## config.mk

```make
export PLATFORM = sky130hd
export DESIGN_NAME = telem_write_sequencer
export DESIGN_NICKNAME = d
export VERILOG_FILES = /design/src/rtl/telem_pkg.sv /design/src/rtl/telem_rr_arbiter.sv /design/src/rtl/telem_write_sequencer.sv
export SDC_FILE = /design/constraint.sdc
export NUM_CORES = 1
export LEC_CHECK = 0
export BUFFER_PORTS_ARGS = -buffer_cell sky130_fd_sc_hd__buf_4
export CORE_MARGIN = 1
export CORE_UTILIZATION = 54
export CTS_BUF_LIST = sky130_fd_sc_hd__clkbuf_2
export CTS_CLUSTER_DIAMETER = 150
export DETAILED_ROUTE_END_ITERATION = 8
export GPL_ROUTABILITY_DRIVEN = 0
export PLACE_DENSITY = 0.93
export SYNTH_ARGS = -nofsm -noshare
export SYNTH_HDL_FRONTEND = slang
export SYNTH_SLANG_ARGS = --single-unit
```

## constraint.sdc

```tcl
create_clock -name clk -period 5.3 [get_ports clk]
set_input_delay 1.06 -clock clk [delete_from_list [all_inputs] [get_ports clk]]
set_output_delay 1.06 -clock clk [all_outputs]
set_load 0.05 [all_outputs]
```

## src/rtl/telem_pkg.sv

```systemverilog
// rtl/telem_pkg.sv - shared encodings for the telemetry bank write sequencer
package telem_pkg;

    localparam int NSLOT = 32;

    localparam logic [1:0] SEL_HOLD  = 2'b00;
    localparam logic [1:0] SEL_LOAD  = 2'b01;
    localparam logic [1:0] SEL_CLEAR = 2'b11;

    localparam logic [1:0] FLD_X    = 2'd0;
    localparam logic [1:0] FLD_Y    = 2'd1;
    localparam logic [1:0] FLD_Z    = 2'd2;
    localparam logic [1:0] FLD_TIME = 2'd3;

    typedef enum logic [1:0] {
        ST_IDLE  = 2'd0,
        ST_WRITE = 2'd1,
        ST_CLEAR = 2'd2
    } state_t;

endpackage

```

## src/rtl/telem_rr_arbiter.sv

```systemverilog
// rtl/telem_rr_arbiter.sv - combinational round-robin arbiter starting at rr_ptr
module telem_rr_arbiter #(
    parameter int NREQ = 3,
    parameter int PW   = 2
) (
    input  logic [NREQ-1:0] valid,
    input  logic [PW-1:0]   rr_ptr,
    input  logic            enable,
    output logic [NREQ-1:0] grant,
    output logic [PW-1:0]   grant_idx
);

    int idx;

    // Walk from lowest to highest priority so the highest-priority hit wins last.
    always_comb begin
        grant     = '0;
        grant_idx = '0;
        idx       = 0;
        for (int i = NREQ - 1; i >= 0; i--) begin
            idx = (int'(rr_ptr) + i) % NREQ;
            if (enable && valid[idx]) begin
                grant      = '0;
                grant[idx] = 1'b1;
                grant_idx  = PW'(idx);
            end
        end
    end

endmodule

```

## src/rtl/telem_write_sequencer.sv

```systemverilog
// rtl/telem_write_sequencer.sv - arbitrates telemetry records and sequences bank loads and clear sweeps
module telem_write_sequencer
    import telem_pkg::*;
#(
    parameter int NREQ = 3,
    parameter int W    = 8
) (
    input  logic                clk,
    input  logic                rst,
    input  logic [NREQ-1:0]     req_valid,
    output logic [NREQ-1:0]     req_ready,
    input  logic [NREQ*5-1:0]   req_slot,
    input  logic [NREQ*4*W-1:0] req_data,
    input  logic                clr_all,
    output logic                bank_en,
    output logic [4:0]          bank_addr,
    output logic [1:0]          bank_field,
    output logic [1:0]          bank_sel,
    output logic [W-1:0]        bank_data,
    output logic                busy,
    output logic                done
);

    localparam int PW = (NREQ > 1) ? $clog2(NREQ) : 1;

    state_t          state;
    logic [PW-1:0]   rr_ptr;
    logic            clr_pend;
    logic [4:0]      cnt;
    logic [4*W-1:0]  rec;

    logic            grant_en;
    logic [NREQ-1:0] grant;
    logic [PW-1:0]   grant_idx;

    // Requests are only offered when no clear is waiting; reset also masks the grant.
    assign grant_en  = (state == ST_IDLE) && !clr_pend && !clr_all && !rst;
    assign req_ready = grant;

    telem_rr_arbiter #(
        .NREQ (NREQ),
        .PW   (PW)
    ) u_arb (
        .valid     (req_valid),
        .rr_ptr    (rr_ptr),
        .enable    (grant_en),
        .grant     (grant),
        .grant_idx (grant_idx)
    );

    always_ff @(posedge clk) begin
        if (rst) begin
            state      <= ST_IDLE;
            rr_ptr     <= '0;
            clr_pend   <= 1'b0;
            cnt        <= '0;
            rec        <= '0;
            bank_en    <= 1'b0;
            bank_addr  <= '0;
            bank_field <= FLD_X;
            bank_sel   <= SEL_HOLD;
            bank_data  <= '0;
            busy       <= 1'b0;
            done       <= 1'b0;
        end else begin
            done <= 1'b0;
            case (state)
                ST_IDLE: begin
                    if (clr_pend || clr_all) begin
                        // clr_pend stays set through the sweep so further clr_all pulses merge.
                        state      <= ST_CLEAR;
                        clr_pend   <= 1'b1;
                        cnt        <= '0;
                        bank_en    <= 1'b1;
                        busy       <= 1'b1;
                        bank_addr  <= '0;
                        bank_field <= FLD_X;
                        bank_sel   <= SEL_CLEAR;
                        bank_data  <= '0;
                    end else if (|grant) begin
                        state      <= ST_WRITE;
                        cnt        <= '0;
                        rec        <= req_data[int'(grant_idx)*4*W +: 4*W];
                        rr_ptr     <= (grant_idx == PW'(NREQ - 1)) ? '0 : grant_idx + PW'(1);
                        bank_en    <= 1'b1;
                        busy       <= 1'b1;
                        bank_addr  <= req_slot[int'(grant_idx)*5 +: 5];
                        bank_field <= FLD_X;
                        bank_sel   <= SEL_LOAD;
                        bank_data  <= req_data[int'(grant_idx)*4*W +: W];
                    end
                end
                ST_WRITE: begin
                    if (clr_all) begin
                        clr_pend <= 1'b1;
                    end
                    if (cnt[1:0] == FLD_TIME) begin
                        state      <= ST_IDLE;
                        done       <= 1'b1;
                        cnt        <= '0;
                        bank_en    <= 1'b0;
                        busy       <= 1'b0;
                        bank_addr  <= '0;
                        bank_field <= FLD_X;
                        bank_sel   <= SEL_HOLD;
                        bank_data  <= '0;
                    end else begin
                        cnt        <= cnt + 5'd1;
                        bank_field <= cnt[1:0] + 2'd1;
                        bank_data  <= rec[int'(cnt[1:0] + 2'd1)*W +: W];
                    end
                end
                ST_CLEAR: begin
                    if (cnt == 5'(NSLOT - 1)) begin
                        state      <= ST_IDLE;
                        done       <= 1'b1;
                        clr_pend   <= 1'b0;
                        cnt        <= '0;
                        bank_en    <= 1'b0;
                        busy       <= 1'b0;
                        bank_addr  <= '0;
                        bank_field <= FLD_X;
                        bank_sel   <= SEL_HOLD;
                        bank_data  <= '0;
                    end else begin
                        cnt       <= cnt + 5'd1;
                        bank_addr <= cnt + 5'd1;
                    end
                end
                default: state <= ST_IDLE;
            endcase
        end
    end

endmodule

```

==> impl_metrics.csv, run 1 <==
group,metric,value,unit
global_route,antenna_found_initial,0,
die,core_area,6060,um^2
logic_synthesis,syn_area,3460,um^2
logic_synthesis,synth-seq-area-share,30.0,%
drt,final_antenna_net_count,0,
logic_synthesis,synth_adder_area_share,3.97,%
drt,via_count,3837,
final_layout,nets,674,
timing,min_period_over_period,73.0,%
clock_network,clkLatencyLatePin,470,ps
logic_synthesis,async_flop_share,0,%
timing,finalHoldViolCount,0,
placed_design,dpl.hpwl,7.96,mm
timing,tightestPinTransition,1190,ps
clock_network,cts_resized,0,
hold_path,min_from,"cnt[4]",
drt,routedWlPerCell,16.3,um
hold_path,hold_path_class,"flip-flop to flip-flop",
drt,drc_errors,0,
placed_design,place_area,4450,um^2
global_route,grt_max_degree,41,
timing,rsz0062_at_grt,"false",
logic_synthesis,synth_compound_area_share,28.8,%
drt,drt_iter0_drc,222,
final_layout,multiInputGateArea,2210,um^2
clock_network,ctsHoldBuffers,0,
global_route,grt_pass1_vias,3551,
setup_path,crit_required,4240,ps
setup_path,cp_cell_sequence,"inv_1 -> ha_1 -> mux2i_1 -> nor4b_1 -> nor3_1 -> nor3_2 -> buf_4",
setup_path,critPathKind,"flip-flop to output pin",
final_layout,syn_to_final_growth,29.9,%
run_status,status,"finished clean",
timing,report.final.slew_viol_count,0,
timing,setup_viol,0,
logic_synthesis,synth_area_per_cell,7.98,um^2
pwr,p_total,1.86,mW
timing,fin_tns_setup,0,ps
drt,drt-total-wl,10.1,mm
clock_network,cts_setup_buffers,0,
global_route,grt_overflow,0,
final_layout,regArea,1040,um^2
die,row_count,28,
clock_network,cts_tree,"built",
logic_synthesis,ys_types,57,
logic_synthesis,syn_inst,434,
drt,via_per_inst,6.17,
final_layout,num-fill-cells,480,
logic_synthesis,ys_seq_elements,52,
timing,fin_worst_skew,30.1,ps
setup_path,start_kind,"flip-flop",
clock_network,cts_buffers,5,
timing,final.min_clock_period,3870,ps
setup_path,cpMaxStageDelayCell,"ha_1",
logic_synthesis,synth_edf_count,0,
clock_network,cts.reportedPaths.clkPinSlew,310,ps
placed_design,io_buffer_count,139,
logic_synthesis,synth_xor_area_share,0.253,%
final_layout,final_layout_size_suffix_gt1_share,30.2,%
pwr,p_per_area,413,nW/um^2
clock_network,htree_levels,2,
die,die_w,82.1,um
die,die-height,82.1,um
pwr,leakage,1.92,nW
global_route,grtUsageTotal,30.5,%
logic_synthesis,syn-num-nets,562,
setup_path,critPathMaxFanout,15,
setup_path,worstReg2RegStart,"rr_ptr[1]",
drt,firstDrtPassIters,7,
pwr,peakVddDrop,320,uV
setup_path,crit_arrival,2810,ps
die,die-area,6740,um^2
clock_network,clockBufferDepth,2,
setup_path,critical_path.max_stage_delay,440,ps
die,start_util,57.2,%
timing,slew_headroom,20.5,%
final_layout,post-route-cell-area,4500,um^2
timing,fmaxAchievable,258,MHz
logic_synthesis,yosysWarningCount,0,
setup_path,end_kind,"output pin",
logic_synthesis,synth_mux_area_share,7.76,%
clock_network,cts_root_buf,"clkbuf_2",
global_route,grt_pass1_wl,15.8,mm
final_layout,antenna_cells,0,
logic_synthesis,synth_top_family_by_area,"compound AO/OA/AOI/OAI gates",
clock_network,clock-sinks,52,
flow_run,drv_cap,0,
die,pin_count,140,
logic_synthesis,synth_ff_type,"dfxtp_1",
setup_path,setup.worst_path.start,"rr_ptr[1]",
logic_synthesis,synth-simple-area-share,22.7,%
==> final timing paths <==
kind	to	slack, ps	cells after the start
max	req_ready[1]	1430	7
min	cnt[4]	500	2
max reg2reg	rec[8]	1580	9
min reg2reg	cnt[4]	500	2
==> sequential cells by signal, summed over array words and instances, names as in the netlist <==
register / count
rec: 24
bank_data: 8
bank_addr: 5
cnt: 5
bank_field: 2
bank_sel: 2
rr_ptr: 2
state: 2
clr_pend: 1
done: 1
==> power by group <==
part / switching (mW) / total, mW / leakage [nW] / internal, mW
Clock: 0.142 / 0.182 / 0.0359 / 0.0403
Combinational: 0.705 / 1.09 / 1.45 / 0.383
Sequential: 0.0813 / 0.590 / 0.425 / 0.509
==> Yosys cell counts (3+ instances only) <==
| cell type | count | area, um^2 |
|---|---|---|
| a311oi_1 | 11 | 96.3 |
| inv_1 | 9 | 33.8 |
| nor2b_1 | 4 | 25.0 |
| a31oi_1 | 3 | 18.8 |
| clkbuf_1 | 18 | 67.6 |
| o21ai_0 | 10 | 50.1 |
| nand2_1 | 46 | 173 |
| buf_2 | 11 | 55.1 |
| nor3_1 | 16 | 80.1 |
| or3_1 | 3 | 18.8 |
| a21oi_1 | 47 | 235 |
| nand2b_1 | 3 | 18.8 |
| o2bb2ai_1 | 8 | 70.1 |
| a221o_1 | 17 | 170 |
| a221oi_1 | 8 | 70.1 |
| a211oi_1 | 16 | 120 |
| a211oi_2 | 3 | 37.5 |
| nand3_1 | 5 | 25.0 |
| nor2_1 | 43 | 161 |
| buf_4 | 3 | 22.5 |
| and3_1 | 20 | 125 |
| dfxtp_1 | 52 | 1040 |
| nor3_2 | 3 | 30.0 |
| ha_1 | 11 | 138 |
| o21ai_1 | 3 | 15.0 |
| mux2i_1 | 22 | 220 |
==> stage by stage <==
stage / hold WS (ps) / util [%] / setup WS [ps] / instances
2_1_floorplan: 436 / - / 1840 / 434
3_3_place_gp: 447 / 73.4 / 1410 / 614
3_5_place_dp: 471 / 73.4 / 1250 / 614
4_1_cts: 499 / 74.3 / 1470 / 622
5_1_grt: 538 / 74.3 / 1270 / 622
6_report: 496 / 74.3 / 1430 / 622
==> placed cells by master, fill, tap and decap left out, drive strengths merged, types with 2 or more instances in the layout <==
cell     Yosys  layout
buf         19     142
dfxtp       52      52
a21oi       47      47
nand2       46      46
nor2        44      44
mux2i       23      23
and3        20      20
nor3        19      19
a211oi      19      19
a221o       17      17
o21ai       13      13
inv          9      12
a311oi      11      11
ha          11      11
o2bb2ai      8       8
a221oi       8       8
nand3        5       5
clkbuf      18       5
nor2b        4       4
nand2b       3       3
or3          3       3
a31oi        3       3
nor3b        2       2
nand3b       2       2
o21a         2       2
or2          2       2
a32o         2       2
o2111ai      2       2
mux2         2       2
and2         2       2
and2b        2       2
==> layer usage <==
metal  track usage [%]  part of all wire, %
met2              54.0                   51
met1              35.8                   39
met4              13.3                  3.3
met5                 0                    0
met3              5.38                  7.1
==> critical path, delay by kind of cell (launching register included) <==
family | cells | cell delay (ps)
flip-flops | 1 | 410
multiplexers | 1 | 330
AND/OR/NAND/NOR | 3 | 780
buffers and inverters | 2 | 380
adder cells (fa/ha/maj) | 1 | 440
==> area by class of cell <==
cell class,count,area share (%)
multi-input combinational,336,49.2
timing repair buffer,142,23.7
sequential,52,23.1
tap,75,2.08
inverter,9,0.750
clock inverter,3,0.639
clock buffer,5,0.556
==> cells by family (layout without fill, tap and decap cells) <==
logic type      Yosys count  in the layout
buf+inv                  46            159
mux                      25             25
fa+ha+maj                11             11
compound gates          139            139
simple gates            160            160
xor+xnor                  1              1
flops                    52             52
Note: power is estimated with default switching activity, not from simulation.
==> run 2: changes to the inputs <==
CORE_UTILIZATION = 50   (was 54)
PLACE_DENSITY = 0.87   (was 0.93)
clock period = 3.71 ns   (was 5.3 ns; I/O delays follow)
==> impl_metrics.csv, run 2 (same netlist as run 1, synthesis figures left out) <==
group,metric,value,unit
global_route,grt_pass1_wl,16.6,mm
final_layout,nets,679,
clock_network,clkLatencyLatePin,440,ps
timing,fmaxAchievable,286,MHz
timing,setup_viol,0,
final_layout,regMostFlops,"rec",
drt,drt-total-wl,10.4,mm
setup_path,cpMaxStageDelayCell,"dfxtp_1",
setup_path,start_kind,"flip-flop",
drt,via_count,3789,
timing,rsz0062_at_grt,"false",
setup_path,worstReg2RegStart,"rr_ptr[0]",
setup_path,crit_arrival,2760,ps
global_route,grt_max_degree,40,
die,start_util,53.0,%
timing,fin_worst_skew,20.5,ps
global_route,grtUsageTotal,28.5,%
final_layout,num-fill-cells,538,
final_layout,antenna_cells,0,
setup_path,end_kind,"output pin",
clock_network,clockBufferDepth,2,
flow_run,drv_cap,0,
setup_path,setup.worst_path.start,"rr_ptr[0]",
final_layout,reg_top3,"rec (24), bank_data (8)",
clock_network,clock-sinks,52,
final_layout,post-route-cell-area,4560,um^2
timing,report.final.slew_viol_count,0,
drt,drt_iter0_drc,289,
timing,min_period_over_period,94.3,%
clock_network,htree_levels,2,
drt,drc_errors,0,
clock_network,cts_resized,0,
setup_path,critical_path.max_stage_delay,450,ps
die,die-height,85.2,um
setup_path,critPathKind,"flip-flop to output pin",
drt,routedWlPerCell,16.5,um
clock_network,cts_setup_buffers,0,
final_layout,syn_to_final_growth,31.7,%
clock_network,ctsHoldBuffers,0,
global_route,grt_overflow,0,
clock_network,cts.reportedPaths.clkPinSlew,280,ps
die,row_count,29,
timing,holdWs,479,ps
pwr,peakVddDrop,247,uV
setup_path,crit_buf_inv,2,
drt,via_per_inst,6.02,
clock_network,cts_tree,"built",
global_route,antenna_found_initial,0,
placed_design,place_area,4490,um^2
clock_network,cts_root_buf,"clkbuf_2",
timing,finalHoldViolCount,0,
setup_path,cp_cell_sequence,"inv_1 -> ha_1 -> or3b_1 -> o32ai_1 -> a211oi_1 -> nor3_2 -> buf_4",
final_layout,layout_commonest_cell,"buf_4",
drt,firstDrtPassIters,5,
timing,final.min_clock_period,3500,ps
hold_path,min_from,"bank_field[0]",
setup_path,critPathMaxFanout,13,
final_layout,final_layout_size_suffix_gt1_share,31.0,%
die,die_w,85.2,um
setup_path,critical_path.top_delay_family,"simple AND/OR/NAND/NOR gates",
hold_path,hold_path_class,"flip-flop to flip-flop",
placed_design,dpl.hpwl,7.88,mm
drt,final_antenna_net_count,0,
final_layout,final_cell_mix,"buf_4 (147), dfxtp_1 (52), a21oi_1 (47), nand2_1 (46), nor2_1 (43)",
clock_network,cts_buffers,5,
timing,tightestPinTransition,858,ps
global_route,grt_pass1_vias,3654,
die,pin_count,140,
die,die-area,7270,um^2
timing,slew_headroom,42.6,%
timing,fin_tns_setup,0,ps
run_status,status,"finished clean",
pwr,p_per_area,593,nW/um^2
final_layout,largest_register_ffs,24,
die,core_area,6530,um^2
pwr,leakage,1.95,nW
placed_design,io_buffer_count,139,
setup_path,crit_required,2970,ps
-- run 2: cell types whose count changed in the layout (fill, tap and decap cells not counted), sizes merged --
cell	previous run	this run
clkinv	0	1
buf	142	147
inv	12	9
bufinv	0	1
clkinvlp	0	1
-- run 2: path summary, 6_finish.rpt --
| check | to | slack (ps) | cells after the start |
|---|---|---|---|
| min reg2reg | bank_field[0] | 480 | 2 |
| max reg2reg | cnt[3] | 650 | 10 |
| max | req_ready[0] | 210 | 7 |
| min | bank_field[0] | 480 | 2 |
-- run 2: power breakdown --
group	switching, mW	total [mW]	leakage [nW]	internal, mW
clock	0.186	0.298	0.0390	0.112
combinational	1.01	1.57	1.48	0.561
sequential	0.112	0.839	0.425	0.727
-- run 2: stage by stage --
step	worst slack (ps)	power (mW)	utilization (%)	std cells
final	211	2.71	69.9	629
after global routing	13.1	2.87	69.9	629
after CTS	219	2.68	69.8	629
after detailed placement	463	2.39	68.7	621
after global placement	664	2.36	68.7	621
after floorplan	708	1.95	-	434
-- run 2: layer usage --
layer,up-vias,global-route usage [%],wire (um)
li1,1859,-,-
met4,0,10.0,248
met5,-,0,0
met1,1735,34.6,4310
met3,25,4.86,609
met2,170,50.6,5190
-- run 2: layout make-up --
class / instances / area (um^2) / area share (%)
multi-input cells: 336 / 2220 / 48.7
repair buffers: 147 / 1100 / 24.2
flip-flops and latches: 52 / 1040 / 22.8
well taps: 77 / 96.3 / 2.11
clock inverters: 3 / 42.5 / 0.932
inverters: 9 / 33.8 / 0.740
clock buffers: 5 / 25.0 / 0.548
-- run 2: worst register-to-register path, cell delays in order, from the launching register on --
cell,delay [ps]
dfxtp_1,450
inv_1,80
ha_1,450
or3b_1,440
o32ai_1,160
a211oi_1,100
nor3_2,340
o41ai_1,140
buf_4,200
or4_1,500
a21oi_1,140
